## src/rtl/sccb_config_sequencer_pkg.sv

```systemverilog
// Shared types and constants for the OV7670 SCCB configuration sequencer:
// FSM states, frame/phase positions, delay marker and register addresses.
package sccb_config_sequencer_pkg;

    typedef enum logic [3:0] {
        ST_IDLE,
        ST_LOAD,
        ST_WAIT,
        ST_START_C,
        ST_BITS,
        ST_STOP_C,
        ST_GAP,
        ST_FIN,
        ST_ERR
    } state_t;

    localparam int FRAME_BITS = 27;
    localparam int PHASE_BITS = 9;

    localparam logic [1:0] QTR_0 = 2'd0;
    localparam logic [1:0] QTR_1 = 2'd1;
    localparam logic [1:0] QTR_2 = 2'd2;
    localparam logic [1:0] QTR_3 = 2'd3;

    localparam logic [7:0] DELAY_MARKER = 8'hFF;

    localparam logic [7:0] REG_COM7   = 8'h12;
    localparam logic [7:0] REG_COM15  = 8'h40;
    localparam logic [7:0] REG_RGB444 = 8'h8C;
    localparam logic [7:0] REG_CLKRC  = 8'h11;

    // The 9th bit of each 9-bit phase is the slave's don't-care/ACK slot.
    function automatic logic is_ack_bit(input logic [4:0] bit_idx);
        return (bit_idx == 5'(PHASE_BITS - 1)) ||
               (bit_idx == 5'(2 * PHASE_BITS - 1)) ||
               (bit_idx == 5'(3 * PHASE_BITS - 1));
    endfunction

endpackage

```

## src/rtl/sccb_config_sequencer_rom.sv

```systemverilog
// OV7670 register ROM: index -> {addr, data}; addr 8'hFF marks a settle delay.
// Soft reset first, then RGB444 output at QCIF resolution.
module ov7670_reg_rom
    import sccb_config_sequencer_pkg::*;
(
    input  logic [7:0] index_i,
    output logic [7:0] addr_o,
    output logic [7:0] data_o
);

    always_comb begin
        addr_o = DELAY_MARKER;
        data_o = 8'h00;
        case (index_i)
            8'd0:  begin addr_o = REG_COM7;   data_o = 8'h80; end
            8'd1:  begin addr_o = DELAY_MARKER; data_o = 8'h00; end
            8'd2:  begin addr_o = REG_RGB444; data_o = 8'h02; end
            8'd3:  begin addr_o = REG_COM7;   data_o = 8'h0C; end
            8'd4:  begin addr_o = REG_COM15;  data_o = 8'hD0; end
            8'd5:  begin addr_o = REG_CLKRC;  data_o = 8'h01; end
            8'd6:  begin addr_o = 8'h3A;      data_o = 8'h04; end
            8'd7:  begin addr_o = 8'h0C;      data_o = 8'h0C; end
            8'd8:  begin addr_o = 8'h3E;      data_o = 8'h11; end
            8'd9:  begin addr_o = 8'h72;      data_o = 8'h11; end
            8'd10: begin addr_o = 8'h73;      data_o = 8'hF1; end
            8'd11: begin addr_o = 8'h70;      data_o = 8'h3A; end
            8'd12: begin addr_o = 8'h71;      data_o = 8'h35; end
            8'd13: begin addr_o = 8'hA2;      data_o = 8'h02; end
            8'd14: begin addr_o = 8'h13;      data_o = 8'hE7; end
            default: begin addr_o = DELAY_MARKER; data_o = 8'h00; end
        endcase
    end

endmodule

```

## src/rtl/sccb_config_sequencer.sv

```systemverilog
// Walks the OV7670 register ROM and issues one 3-phase SCCB write per entry.
// Define SCCB_ACK_CHECK_EN to abort into ERROR when a 9th-bit sample reads 1.
module sccb_config_sequencer
    import sccb_config_sequencer_pkg::*;
#(
    parameter int         QTR_DIV      = 63,
    parameter int         NUM_REGS     = 16,
    parameter logic [7:0] DEV_ADDR     = 8'h42,
    parameter int         DELAY_CYCLES = 25000,
    parameter int         GAP_QTRS     = 4
) (
    input  logic       CLK,
    input  logic       RESET,
    input  logic       START,
    input  logic       SIOD_IN,
    output logic       SIOC,
    output logic       SIOD_OUT,
    output logic       SIOD_OE,
    output logic       BUSY,
    output logic       DONE,
    output logic       ERROR,
    output logic [7:0] REG_INDEX
);

    localparam int DIV_W = $clog2(QTR_DIV + 1);
    localparam int CNT_W = $clog2(DELAY_CYCLES + GAP_QTRS + 1);

    state_t                  state_q, state_d;
    logic [DIV_W-1:0]        div_q, div_d;
    logic [1:0]              qtr_q, qtr_d;
    logic [4:0]              bit_q, bit_d;
    logic [CNT_W-1:0]        cnt_q, cnt_d;
    logic [8:0]              idx_q, idx_d;
    logic [FRAME_BITS-1:0]   sh_q, sh_d;
    logic                    busy_q, busy_d;
    logic                    done_q, done_d;
    logic                    tick;
    logic [7:0]              rom_addr, rom_data;

`ifdef SCCB_ACK_CHECK_EN
    logic                    err_q, err_d;
    logic                    nack_q, nack_d;
`else
    logic                    siod_in_unused;
    assign siod_in_unused = SIOD_IN;
`endif

    ov7670_reg_rom u_rom (
        .index_i (idx_q[7:0]),
        .addr_o  (rom_addr),
        .data_o  (rom_data)
    );

    assign tick = (div_q == DIV_W'(QTR_DIV - 1));

    always_comb begin
        state_d = state_q;
        div_d   = '0;
        qtr_d   = qtr_q;
        bit_d   = bit_q;
        cnt_d   = cnt_q;
        idx_d   = idx_q;
        sh_d    = sh_q;
        busy_d  = busy_q;
        done_d  = done_q;
`ifdef SCCB_ACK_CHECK_EN
        err_d   = err_q;
        nack_d  = nack_q;
`endif
        if (state_q inside {ST_START_C, ST_BITS, ST_STOP_C, ST_GAP})
            div_d = tick ? '0 : div_q + DIV_W'(1);

        case (state_q)
            ST_IDLE, ST_FIN, ST_ERR: begin
                if (state_q == ST_FIN)
                    state_d = ST_IDLE;
                if (START) begin
                    state_d = ST_LOAD;
                    busy_d  = 1'b1;
                    done_d  = 1'b0;
                    idx_d   = '0;
`ifdef SCCB_ACK_CHECK_EN
                    err_d   = 1'b0;
`endif
                end
            end
            ST_LOAD: begin
                qtr_d = QTR_0;
                bit_d = '0;
                cnt_d = '0;
`ifdef SCCB_ACK_CHECK_EN
                nack_d = 1'b0;
`endif
                if (idx_q == 9'(NUM_REGS)) begin
                    state_d = ST_FIN;
                    busy_d  = 1'b0;
                    done_d  = 1'b1;
                end else if (rom_addr == DELAY_MARKER) begin
                    state_d = ST_WAIT;
                end else begin
                    sh_d    = {DEV_ADDR, 1'b1, rom_addr, 1'b1, rom_data, 1'b1};
                    state_d = ST_START_C;
                end
            end
            ST_WAIT: begin
                if (cnt_q == CNT_W'(DELAY_CYCLES - 1)) begin
                    idx_d   = idx_q + 9'd1;
                    state_d = ST_LOAD;
                end else begin
                    cnt_d = cnt_q + CNT_W'(1);
                end
            end
            ST_START_C: begin
                if (tick) begin
                    qtr_d = qtr_q + 2'd1;
                    if (qtr_q == QTR_2) begin
                        qtr_d   = QTR_0;
                        state_d = ST_BITS;
                    end
                end
            end
            ST_BITS: begin
                if (tick) begin
                    qtr_d = qtr_q + 2'd1;
                    if (qtr_q == QTR_3) begin
`ifdef SCCB_ACK_CHECK_EN
                        if (is_ack_bit(bit_q) && SIOD_IN)
                            nack_d = 1'b1;
`endif
                        sh_d  = {sh_q[FRAME_BITS-2:0], 1'b0};
                        bit_d = bit_q + 5'd1;
                        if (bit_q == 5'(FRAME_BITS - 1)) begin
                            bit_d   = '0;
                            state_d = ST_STOP_C;
                        end
                    end
                end
            end
            ST_STOP_C: begin
                if (tick) begin
                    qtr_d = qtr_q + 2'd1;
                    if (qtr_q == QTR_2) begin
                        qtr_d   = QTR_0;
                        cnt_d   = '0;
                        idx_d   = idx_q + 9'd1;
                        state_d = ST_GAP;
`ifdef SCCB_ACK_CHECK_EN
                        // A failed write leaves REG_INDEX on the offending entry.
                        if (nack_q) begin
                            idx_d   = idx_q;
                            state_d = ST_ERR;
                            err_d   = 1'b1;
                            busy_d  = 1'b0;
                        end
`endif
                    end
                end
            end
            ST_GAP: begin
                if (tick) begin
                    cnt_d = cnt_q + CNT_W'(1);
                    if (cnt_q == CNT_W'(GAP_QTRS - 1))
                        state_d = ST_LOAD;
                end
            end
            default: state_d = ST_IDLE;
        endcase
    end

    always_ff @(posedge CLK) begin
        if (RESET) begin
            state_q <= ST_IDLE;
            div_q   <= '0;
            qtr_q   <= QTR_0;
            bit_q   <= '0;
            cnt_q   <= '0;
            idx_q   <= '0;
            busy_q  <= 1'b0;
            done_q  <= 1'b0;
`ifdef SCCB_ACK_CHECK_EN
            err_q   <= 1'b0;
            nack_q  <= 1'b0;
`endif
        end else begin
            state_q <= state_d;
            div_q   <= div_d;
            qtr_q   <= qtr_d;
            bit_q   <= bit_d;
            cnt_q   <= cnt_d;
            idx_q   <= idx_d;
            busy_q  <= busy_d;
            done_q  <= done_d;
`ifdef SCCB_ACK_CHECK_EN
            err_q   <= err_d;
            nack_q  <= nack_d;
`endif
        end
    end

    // Frame shifter is only read in BITS after LOAD fills it, so it needs no reset.
    always_ff @(posedge CLK) begin
        sh_q <= sh_d;
    end

    always_comb begin
        SIOC     = 1'b1;
        SIOD_OUT = 1'b1;
        SIOD_OE  = 1'b1;
        case (state_q)
            ST_START_C: begin
                SIOC     = (qtr_q != QTR_2);
                SIOD_OUT = (qtr_q == QTR_0);
            end
            ST_BITS: begin
                SIOC     = qtr_q[1];
                SIOD_OUT = sh_q[FRAME_BITS-1];
                SIOD_OE  = !is_ack_bit(bit_q);
            end
            ST_STOP_C: begin
                SIOC     = (qtr_q != QTR_0);
                SIOD_OUT = (qtr_q == QTR_2);
            end
            default: ;
        endcase
    end

    assign BUSY      = busy_q;
    assign DONE      = done_q;
    assign REG_INDEX = idx_q[7:0];
`ifdef SCCB_ACK_CHECK_EN
    assign ERROR     = err_q;
`else
    assign ERROR     = 1'b0;
`endif

endmodule

```

## config.mk

```make
export PLATFORM = sky130hd
export DESIGN_NAME = sccb_config_sequencer
export DESIGN_NICKNAME = d
export VERILOG_FILES = /design/src/rtl/sccb_config_sequencer_pkg.sv /design/src/rtl/sccb_config_sequencer_rom.sv /design/src/rtl/sccb_config_sequencer.sv
export SDC_FILE = /design/constraint.sdc
export NUM_CORES = 1
export LEC_CHECK = 0
export BUFFER_PORTS_ARGS = -buffer_cell sky130_fd_sc_hd__buf_4
export CAP_MARGIN = 20
export CORE_MARGIN = 8
export CORE_UTILIZATION = 45
export DETAILED_ROUTE_END_ITERATION = 10
export PLACE_DENSITY = 0.68
export SKIP_LAST_GASP = 1
export SLEW_MARGIN = 10
export SYNTH_ARGS = -nofsm -noshare
export SYNTH_HDL_FRONTEND = slang
export SYNTH_SLANG_ARGS = --single-unit
```

## constraint.sdc

```tcl
create_clock -name CLK -period 4.25 [get_ports CLK]
set_input_delay 0.85 -clock CLK [delete_from_list [all_inputs] [get_ports CLK]]
set_output_delay 0.85 -clock CLK [all_outputs]
set_load 0.05 [all_outputs]
```

After elaboration in Yosys (flattened, before gate mapping)
Memory sizes are Yosys's and may differ from the RTL's. A register that Yosys moved wholly into a read port is not among the register bits.
Cells that the tools add are included.

operators by class
  add/sub/neg operators = 5
  equality and inequality tests = 36
  muxes and demuxes = 50
  bitwise operators = 1
  reductions and logical operators = 23

operators with widths
  kind                     number
  $mux W27                 4
  $mux W15                 4
  $pmux W15 S4             1
  $mux W4                  14
  $pmux W27 S2             1
  $mux W9                  4
  $pmux W4 S7              1
  $pmux W9 S3              1
  $ne A2 B2 Y1 const B     11
  $eq A4 B3 Y1 const B     4
  $mux W16                 1
  $add A15 B1 Y15 const B  1
  $eq A15 B15 Y1 const B   1
  $eq A15 B2 Y1 const B    1
  $mux W5                  3
  $reduce_and A5 Y1        3
  $ne A2 B1 Y1 const B     6
  $reduce_and A11 Y1       1
  $eq A5 B5 Y1 const B     2
  $pmux W5 S2              1
  $add A9 B1 Y9 const B    1
  $eq A9 B5 Y1 const B     1
  $reduce_and A3 Y1        3
  $eq A4 B2 Y1 const B     2
  26 further kinds         43

storage, ports and cells
  register bits after elaboration = 70
  ROM bits = 256
  logic and storage cells = 125
  memories kept = 1

memories
  name             depth  width  read ports  clocked after memory_dff  write ports  line                             source
  (no name shown)  16     16     1           1                         0            sccb_config_sequencer_rom.sv:14  case (index_i)

Longest topological paths before layout
Gate-level depths: netlist (run 1).

  word-level depth = 6
  mapped depth = 14

By module
A second synthesis (run 1) with hierarchy kept.

second synthesis, totals
  cell total of the unflattened synthesis = 482
  area total of the unflattened synthesis = 4,265.3 µm²

by module, submodules not included
  module                 times used  cells each  area an instance (µm²)  sequential area each (µm²)
  sccb_config_sequencer  1           417         3,754.9                 1,651.6
  ov7670_reg_rom         1           65          510.5                   0.0

Worst setup path before layout (run 1)
OpenSTA, ideal clock, no wires.

  kind = register to register
  start point = register state_q[0]
  end point = register sh_q[0] (enable)
  setup time = 453 ps
  data arrival time = 3,419 ps
  data required time = 3,797 ps
  setup slack = 378 ps
  cell stages (with the launch flop) = 7
  buffers on the path = 2
  period minus slack after synthesis = 3,872 ps
  path through = dfxtp_1 > clkbuf_1 > inv_1 > clkbuf_1 > nand4_1 > a21oi_1 > a21boi_0

between the ends
  longest elaborated chain between the ends = 3

ends and longest elaborated chain
  what                                                         line                          source
  start: declaration                                           sccb_config_sequencer.sv:28   state_t state_q, state_d;
  start signal: assignment                                     sccb_config_sequencer.sv:185  state_q <= state_d;
  $eq A4 B1 Y1 or $eq A4 B3 Y1 (tied branches)                 sccb_config_sequencer.sv:73   case (state_q)
  $ne A2 B2 Y1 (no source line), or another cell as far along  -
  $reduce_and A5 Y1 (no source line) *                         -
  end signal: assignment                                       sccb_config_sequencer.sv:202  sh_q <= sh_d;
  end: declaration                                             sccb_config_sequencer.sv:34   logic [FRAME_BITS-1:0] sh_q, sh_d;

Mark *: on every way between the ends. The rest lies on a longest branch, timed or not.
A chain may end at the register's enable or synchronous reset.

==> metrics.md, run 1 <==
| Metric | Value |
|---|---|
| Area share of the largest cell type after synthesis | 0.261 |
| Worst setup EP type | flip-flop |
| Die Width | 115 um |
| Top Ports | 18 |
| Num CTS Buffers | 9 |
| Startpoint types | flip-flop |
| Critical Path RT | 4.51 ns |
| Die height | 115 um |
| WHS Endpoint | div_q[0]$_SDFF_PP0_ |
| Fmax | 286 MHz |
| Placed cell count | 613 |
| Cell count after synthesis | 489 |
| Largest net degree at the start of global routing | 25 |
| DIE AREA | 0.0133 mm2 |
| Largest area contributor in the netlist | dfxtp_1 |
| Bufs and invs on worst path | 3 |
| Seq/Total Area, Yosys | 0.443 |
| Layout net count | 517 |
| Vias in the first global route | 3197 |
| Gpl congestion | 0.873 |
| FILL cells | 920 |
| Clock insertion delay at the later pin of the skew report | 0.36 ns |
| DR vias | 3338 |
| Final Instance Count excl. Fillers | 629 |
| Max-cap violations | 0 |
| Setup Fix Bufs, Post-CTS | 0 |
| Crit path max-delay cell type | dfxtp_1 |
| Final core occ | 0.501 |
| FF+latch count, synth | 85 |
| Initial Utilization | 0.459 |
| Total wire length | 8750 um |
| Most frequent cells in the layout | nor2_1 (70), dfxtp_1 (58), nand2_1 (41) |
| Vias per cell | 5.31 |
| EDFF count, synth | 27 |
| Syn_nets | 515 |
| Routed Antenna Nets | 0 |
| Post-synthesis area per instance | 9.09 um2 |
| Max-slew violation count | 0 |
| WHS | 0.473 ns |
| Endpoints failing setup | 0 |
| Core footprint | 0.00968 mm2 |
| Yosys cell types | 57 |
| Pwr Density | 500 mW/mm2 |
| Root Buffer | clkbuf_8 |
| Critical path class | flip-flop to flip-flop |
| Detailed placement HPWL | 6270 um |
| # rows | 36 |
| Final setup margin | 0.759 ns |
| WP data arrival | 3.75 ns |
| Router iterations before antenna repair | 4 |
| Fin area | 0.00485 mm2 |
| Outcome | completed |
| Top_reg_cell synth | dfxtp_1 |
| WHS Path Cells | 1 |
| Setup Skew | 0.00738 ns |
| First-pass GRT wire length | 15200 um |
| Mapped cell area | 0.00445 mm2 |
| Setup TNS | 0 ns |
| Clk buf depth | 2 |
| Asr flop ratio synth | 0 |
| Post-cts resize count | 0 |
| Clock transition at path regs | 0.09 ns |
| Final hold vios | 0 |
| Rel. slew slack | 0.481 |
| Synth area leaders | dfxtp_1 (26%), edfxtp_1 (18%), ha_1 (6.2%), nor2_1 (5.9%), xnor2_1 (4.1%) |
| WL/cell | 13.9 um |
| Max FO, Critical Path | 20 |
| Reg2Reg Depth | 11 |
| Initial drt markers | 186 |
| Place WS | 0.733 ns |
| Worst IR Drop VDD | 0.207 mV |
| Yosys warns | 0 |
| HP Start | div_q[0]$_SDFF_PP0_ |
| Total track usage | 0.141 |
| Post-route clock period utilization | 0.821 |
| Count of buffers from port buffering | 15 |
| DRC | 0 |
| CP max stage delay | 0.72 ns |
| Total grt overflow | 0 |
| TritonCTS clock tree | yes |
| CTS H-Tree Depth | 3 |
| Most common cell after layout, fill and taps aside | nor2_1 |
| Delay-heaviest family, CP | simple AND/OR/NAND/NOR gates |
| Post-CTS Hold Buffers | 0 |
| Reg2reg setup slack | 0.76 ns |
| Ant. Diodes | 0 |
| Post-DP Area | 0.00462 mm2 |
| Crit path cell chain | nor2b_1 > buf_4 > a32o_2 > or2_1 > or3_1 > a21oi_1 > inv_1 > ha_1 > inv_1 > mux2i_1 > mux2_2 |
| Layout cells sized above 1 | 0.121 |
| Final Critical Period | 3.49 ns |
| Crit path top cell by count | inv_1 |
| Critical R2R Launch | state_q[1]$_SDFFE_PP0P_ |
| LEAKAGE | 1.75 nW |
| Worst-margin pin slew | 0.779 ns |
| RSZ-0062 raised after global routing | no |
| Area grow syn2layout | 9.00% |
| Initial antenna violation count | 0 |
| Worst hold path class | flip-flop to flip-flop |
| Final Power | 2.43 mW |
| Clock Sink Count | 85 |
[Yosys cell counts (3+ instances only)]
cell and instances:
buf_4 10, nor2_1 70, nor4_1 10, a22oi_1 4, or2_2 3, mux2_2 7, and3_1 9, xnor2_1 21
mux2i_1 14, a21oi_1 27, o31ai_1 4, dfxtp_1 58, or3_1 12, inv_1 20, xor2_1 6, and2_1 3
nand2b_1 4, nand2_1 41, clkbuf_1 17, nor2b_1 7, nor3_1 13, a31oi_1 3, edfxtp_1 27, ha_1 22
o21ai_0 13, nand3_1 17, nand4_1 11
[kinds of logic after synthesis]
| family | share of synthesized area |
|---|---|
| XOR/XNOR | 0.0532 |
| buffers and inverters | 0.0574 |
| multiplexers | 0.0492 |
| other | 0.000843 |
| AO/OA/AOI/OAI | 0.0948 |
| flip-flops | 0.443 |
| AND/OR/NAND/NOR | 0.237 |
| adder cells (fa/ha/maj) | 0.0642 |
[power by group]
part	leakage [nW]	total [mW]	switching, mW	internal [mW]
registers	0.713	1.07	0.0814	0.990
logic	0.923	0.729	0.478	0.251
clock network	0.113	0.626	0.309	0.317
[cell type report]
type / instances / area, um2 / share of cell area
clock buffers: 10 / 149 / 0.0307
clock inverters: 6 / 73.8 / 0.0152
inverters: 21 / 80.1 / 0.0165
multi-input cells: 351 / 2230 / 0.461
flip-flops and latches: 85 / 1970 / 0.407
well taps: 133 / 166 / 0.0343
repair buffers: 23 / 173 / 0.0356
[worst max path at each step]
| stage | depth (start not counted) | slack, ns | startpoint | to |
|---|---|---|---|---|
| after global routing | 11 | 0.51 | state_q[1]$_SDFFE_PP0P_ | flip-flop |
| after detailed placement | 12 | 0.73 | START | flip-flop |
| after CTS | 11 | 0.79 | state_q[1]$_SDFFE_PP0P_ | flip-flop |
| after global placement | 12 | 0.77 | START | flip-flop |
| after floorplan | 6 | 0.38 | state_q[0]$_SDFFE_PP0P_ | sh_q[0]$_DFFE_PP_ |
| final | 11 | 0.76 | state_q[1]$_SDFFE_PP0P_ | flip-flop |
[per-layer routing]
metal  vias up  global-route usage  wire [um]
met3         7              0.0357        359
met1      1573               0.174       4030
met4         0              0.0394         92
met2        61               0.236       4270
met5         -                   0          0
li1       1697                   -          -
No activity file was read; power rests on OpenSTA's default activity.
==> inputs of run 2 (changes only) <==
--- a/config.mk
+++ b/config.mk
@@ -10,7 +10,7 @@
 export CORE_MARGIN = 8
 export CORE_UTILIZATION = 45
 export DETAILED_ROUTE_END_ITERATION = 10
-export PLACE_DENSITY = 0.68
+export PLACE_DENSITY = 0.71
 export SKIP_LAST_GASP = 1
 export SLEW_MARGIN = 10
 export SYNTH_ARGS = -nofsm -noshare
==> constraint.sdc (replaced) <==
create_clock -name CLK -period 3 [get_ports CLK]
set_input_delay 0.6 -clock CLK [delete_from_list [all_inputs] [get_ports CLK]]
set_output_delay 0.6 -clock CLK [all_outputs]
set_load 0.05 [all_outputs]
==> run 2 against run 1 <==
Effect of this change: combinational power is 67% higher; clock power is 30% higher; total power is 46% higher; critical path type unchanged; design area is 5.2% higher; largest power group unchanged; critical path depth is 1 lower; core utilization is 2.6 points higher.
==> metrics.md, run 2 (synthesis results as in run 1) <==
| Metric | Value |
|---|---|
| Final core occ | 0.527 |
| Worst setup EP type | flip-flop |
| Place WS | -0.0423 ns |
| Endpoints failing setup | 0 |
| Bufs and invs on worst path | 1 |
| Post-route clock period utilization | 0.967 |
| P_sw | 1.35 mW |
| Max-cap violations | 0 |
| TritonCTS clock tree | yes |
| Critical Path RT | 3.29 ns |
| Total wire length | 9200 um |
| Worst-margin pin slew | 0.737 ns |
| Combinational power share | 0.345 |
| Vias in the first global route | 3333 |
| Routed Antenna Nets | 0 |
| Fmax | 345 MHz |
| WHS Path Cells | 1 |
| Outcome | completed |
| Initial antenna violation count | 0 |
| Clock transition at path regs | 0.10 ns |
| Num CTS Buffers | 9 |
| Setup Skew | 0.0126 ns |
| Seq pwr share | 0.425 |
| Layout cells sized above 1 | 0.179 |
| LEAKAGE | 1.87 nW |
| Internal power | 2.19 mW |
| Gpl congestion | 0.908 |
| Delay-heaviest family, CP | simple AND/OR/NAND/NOR gates |
| Most common cell after layout, fill and taps aside | nor2_1 |
| Total track usage | 0.144 |
| Area grow syn2layout | 14.7% |
| Layout net count | 536 |
| DIE AREA | 0.0133 mm2 |
| Critical path class | flip-flop to flip-flop |
| # rows | 36 |
| Die height | 115 um |
| Rel. slew slack | 0.509 |
| Detailed placement HPWL | 6360 um |
| Root Buffer | clkbuf_8 |
| Clock insertion delay at the later pin of the skew report | 0.37 ns |
| Router iterations before antenna repair | 4 |
| Ant. Diodes | 0 |
| Clk pwr share | 0.230 |
| Initial drt markers | 223 |
| Top Ports | 18 |
| Initial Utilization | 0.459 |
| Largest net degree at the start of global routing | 28 |
| Final hold vios | 0 |
| WP data arrival | 3.19 ns |
| Crit path cell chain | nor4_4 > nand4_1 > a32o_2 > or2_4 > or3_4 > a21oi_4 > buf_4 > ha_4 > mux2_2 > a22oi_1 |
| Reg2Reg Depth | 10 |
| WP depth | 10 |
| CTS H-Tree Depth | 3 |
| Startpoint types | flip-flop |
| Vias per cell | 5.30 |
| First-pass GRT wire length | 15600 um |
| Final setup margin | 0.0986 ns |
| CP max stage delay | 0.39 ns |
| Switch share | 0.381 |
| Pwr Density | 693 mW/mm2 |
| Max-slew violation count | 0 |
| Worst hold path class | flip-flop to flip-flop |
| Clk buf depth | 2 |
| Post-CTS Hold Buffers | 0 |
| Most frequent cells in the layout | nor2_1 (68), dfxtp_1 (56), nand2_1 (40) |
| Total grt overflow | 0 |
| Max FO, Critical Path | 6 |
| Core footprint | 0.00968 mm2 |
| Crit path max-delay cell type | or3_4 |
| Die Width | 115 um |
| WL/cell | 14.2 um |
| Clock Sink Count | 85 |
| DR vias | 3434 |
| DRC | 0 |
| Count of buffers from port buffering | 15 |
| Final Critical Period | 2.90 ns |
| Worst IR Drop VDD | 0.358 mV |
run 2: worst register-to-register path: stages, from the launching register on:
cell and delay, ns:
dfxtp_1 0.38, nor4_4 0.33, nand4_1 0.23, a32o_2 0.30, or2_4 0.26, or3_4 0.39, a21oi_4 0.18, buf_4 0.15
ha_4 0.21, mux2_2 0.27, a22oi_1 0.15
run 2: path summary, 6_finish.rpt:
kind	slack, ns	end	from
max	0.1	flip-flop	cnt_q[4]$_SDFFE_PP0P_
min	0.47	div_q[0]$_SDFF_PP0_	div_q[0]$_SDFF_PP0_
max reg2reg	0.1	flip-flop	cnt_q[4]$_SDFFE_PP0P_
min reg2reg	0.47	div_q[0]$_SDFF_PP0_	div_q[0]$_SDFF_PP0_
run 2: timing repair:
action | 4_1_cts | 5_1_grt
setup buffers | 0 | 3
pin swaps | 3 | 4
setup endpoints to repair | 3 | 14
cloned | 0 | 1
resized for setup | 6 | 15
run 2: stage by stage:
step	cell area (um2)	cells	total power [mW]	setup TNS, ns	hold slack, ns
CTS	4970	644	3.50	0	0.477
global route	5100	648	3.74	-0.0154	0.515
detailed placement	4750	628	2.67	-0.0585	0.455
floorplan	4450	489	2.33	0	0.430
finish	5100	648	3.54	0	0.469
global placement	4750	628	2.63	0	0.444
run 2: power by group through the flow:
| stage | logic, mW | clock network, mW | registers [mW] |
|---|---|---|---|
| after detailed placement | 1.14 | 0 | 1.52 |
| after CTS | 1.16 | 0.839 | 1.50 |
| final | 1.22 | 0.814 | 1.50 |
| after global placement | 1.11 | 0 | 1.52 |
| after floorplan | 0.803 | 0 | 1.53 |
| after global routing | 1.34 | 0.879 | 1.52 |
run 2: layout make-up:
cell class,count,area (um2)
Tap cell,133,166
Multi-Input combinational cell,351,2330
Sequential cell,85,1980
Clock inverter,7,73.8
Inverter,21,80.1
Fill cell,890,4580
Clock buffer,9,124
Timing Repair Buffer,42,349
run 2: metal layers:
| layer | share of wire | GRT usage | wire length [um] |
|---|---|---|---|
| met1 | 0.48 | 0.179 | 4370 |
| met2 | 0.47 | 0.238 | 4340 |
| met3 | 0.036 | 0.0315 | 332 |
| met4 | 0.016 | 0.0543 | 151 |
| met5 | 0 | 0 | 0 |
==> inputs of run 3 (changes only) <==
--- a/config.mk
+++ b/config.mk
@@ -10,7 +10,7 @@
 export CORE_MARGIN = 8
 export CORE_UTILIZATION = 45
 export DETAILED_ROUTE_END_ITERATION = 10
-export PLACE_DENSITY = 0.71
+export PLACE_DENSITY = 0.64
 export SKIP_LAST_GASP = 1
 export SLEW_MARGIN = 10
 export SYNTH_ARGS = -nofsm -noshare
==> run 3 against run 2 <==
Effect of this change: register-to-register slack better by 0.03 ns; design area is 0.29% lower; routed wire length shrank 0.70%; die area stayed put; sequential power about the same; clock skew fell by 0.0039 ns; final cell count is the same; first-iteration DRC count up 21%; sequential share of layout area up 0.090 points; setup slack gained 0.029 ns; count of clock-buffer cells in the layout rose by 1; clock power rose by 7.5%.
==> metrics.md, run 3 (synthesis results as in run 1) <==
| Metric | Value |
|---|---|
| Outcome | completed |
| Ant. Diodes | 0 |
| Detailed placement HPWL | 6390 um |
| Final hold vios | 0 |
| Gpl congestion | 0.865 |
| Post-CTS Hold Buffers | 0 |
| Post-route clock period utilization | 0.958 |
| Initial antenna violation count | 1 |
| Clk buf depth | 2 |
| Root Buffer | clkbuf_8 |
| Reg2Reg Depth | 13 |
| Setup TNS | 0 ns |
| Fmax | 348 MHz |
| Worst setup EP type | flip-flop |
| Post-DP Area | 0.00475 mm2 |
| Rel. slew slack | 0.605 |
| Clock Sink Count | 85 |
| Worst-margin pin slew | 0.592 ns |
| Most common cell after layout, fill and taps aside | nor2_1 |
| Max-slew violation count | 0 |
| Vias in the first global route | 3213 |
| Uppermost layer routed | met5 |
| Layout net count | 536 |
| WL met3 | 317 um |
| DR vias | 3409 |
| Place WS | -0.0538 ns |
| FILL cells | 912 |
| CTS H-Tree Depth | 3 |
| Wl on met1 | 4280 um |
| Worst IR Drop VDD | 0.324 mV |
| Clock transition at path regs | 0.08 ns |
| Worst hold path class | flip-flop to flip-flop |
| Total wire length | 9130 um |
| Vias per cell | 5.26 |
| Total grt overflow | 0 |
| First-pass GRT wire length | 15200 um |
| WL/cell | 14.1 um |
| Router iterations before antenna repair | 4 |
| Area grow syn2layout | 14.4% |
| WP data arrival | 3.16 ns |
| Met2 WL | 4340 um |
| Top Ports | 18 |
| Max-cap violations | 0 |
| Fin area | 0.00509 mm2 |
| Die height | 115 um |
| LEAKAGE | 1.87 nW |
| Final setup margin | 0.127 ns |
| Pwr Density | 702 mW/mm2 |
| Max FO, Critical Path | 8 |
| TritonCTS clock tree | yes |
| Critical R2R Launch | cnt_q[1]$_SDFFE_PP0P_ |
| Critical Path RT | 3.29 ns |
| DRC | 0 |
| WHS Path Cells | 1 |
| Reg2reg setup slack | 0.13 ns |
| Initial Utilization | 0.459 |
| Routed Antenna Nets | 0 |
| Crit path launch | cnt_q[1]$_SDFFE_PP0P_ |
| Layout cells sized above 1 | 0.183 |
| DIE AREA | 0.0133 mm2 |
| Final Power | 3.57 mW |
| Largest net degree at the start of global routing | 28 |
| Core footprint | 0.00968 mm2 |
| Startpoint types | flip-flop |
| Critical path class | flip-flop to flip-flop |
| Most frequent cells in the layout | nor2_1 (68), dfxtp_1 (55), buf_4 (41) |
| Die Width | 115 um |
| Clock insertion delay at the later pin of the skew report | 0.36 ns |
| Initial drt markers | 269 |
| Final Critical Period | 2.87 ns |
| Endpoints failing setup | 0 |
| Total track usage | 0.143 |
| # rows | 36 |
| Num CTS Buffers | 9 |
| Count of buffers from port buffering | 15 |
| Setup Skew | 0.00867 ns |
==> run 3: final cells by class <==
| cell class | instances | area (um2) | share of cell area |
|---|---|---|---|
| clock buffer | 10 | 128 | 0.0251 |
| clock inverter | 6 | 87.6 | 0.0172 |
| inverter | 21 | 80.1 | 0.0157 |
| multi-input combinational | 351 | 2320 | 0.456 |
| sequential | 85 | 1980 | 0.389 |
| tap | 133 | 166 | 0.0327 |
| timing repair buffer | 42 | 328 | 0.0645 |
==> run 3: stage by stage <==
| step | util | std cells | hold slack (ns) |
|---|---|---|---|
| 2_1_floorplan | - | 489 | 0.430 |
| 3_3_place_gp | 0.491 | 628 | 0.443 |
| 6_report | 0.525 | 648 | 0.463 |
| 4_1_cts | 0.515 | 646 | 0.472 |
| 5_1_grt | 0.525 | 648 | 0.505 |
| 3_5_place_dp | 0.491 | 628 | 0.452 |
==> run 3: repair_timing <==
item                       4_1_cts  5_1_grt
gates resized for setup          4       16
buffers inserted                 2        2
setup endpoints to repair        5       15
pin swaps                        3        4
==> run 3: how the worst min path moves through the flow <==
| stage | from | to |
|---|---|---|
| floorplan | div_q[0]$_SDFF_PP0_ | div_q[0]$_SDFF_PP0_ |
| global placement | div_q[0]$_SDFF_PP0_ | div_q[0]$_SDFF_PP0_ |
| detailed placement | div_q[0]$_SDFF_PP0_ | div_q[0]$_SDFF_PP0_ |
| CTS | div_q[0]$_SDFF_PP0_ | div_q[0]$_SDFF_PP0_ |
| global route | DONE$_SDFFE_PP0P_ | DONE$_SDFFE_PP0P_ |
| finish | div_q[0]$_SDFF_PP0_ | div_q[0]$_SDFF_PP0_ |
==> run 3: layer usage <==
metal / vias up / global-route usage
li1: 1731 / -
met5: - / 0
met4: 2 / 0.0709
met2: 43 / 0.232
met1: 1617 / 0.174
met3: 16 / 0.0357
==> run 3: worst max-delay path, cell delays in order, from the launching register on <==
cell     delay, ns
dfxtp_4       0.37
ha_4          0.13
nor4b_4       0.21
nand4_1       0.18
a32o_2        0.29
or2_1         0.25
buf_4         0.17
nand2_2       0.10
a21oi_4       0.09
buf_4         0.15
ha_1          0.20
or2_2         0.27
mux2_2        0.26
a21oi_1       0.13
==> run 3: power by group <==
group	internal, mW	switching (mW)
clock network	0.471	0.405
registers	1.40	0.0919
logic	0.437	0.764
total	2.31	1.26
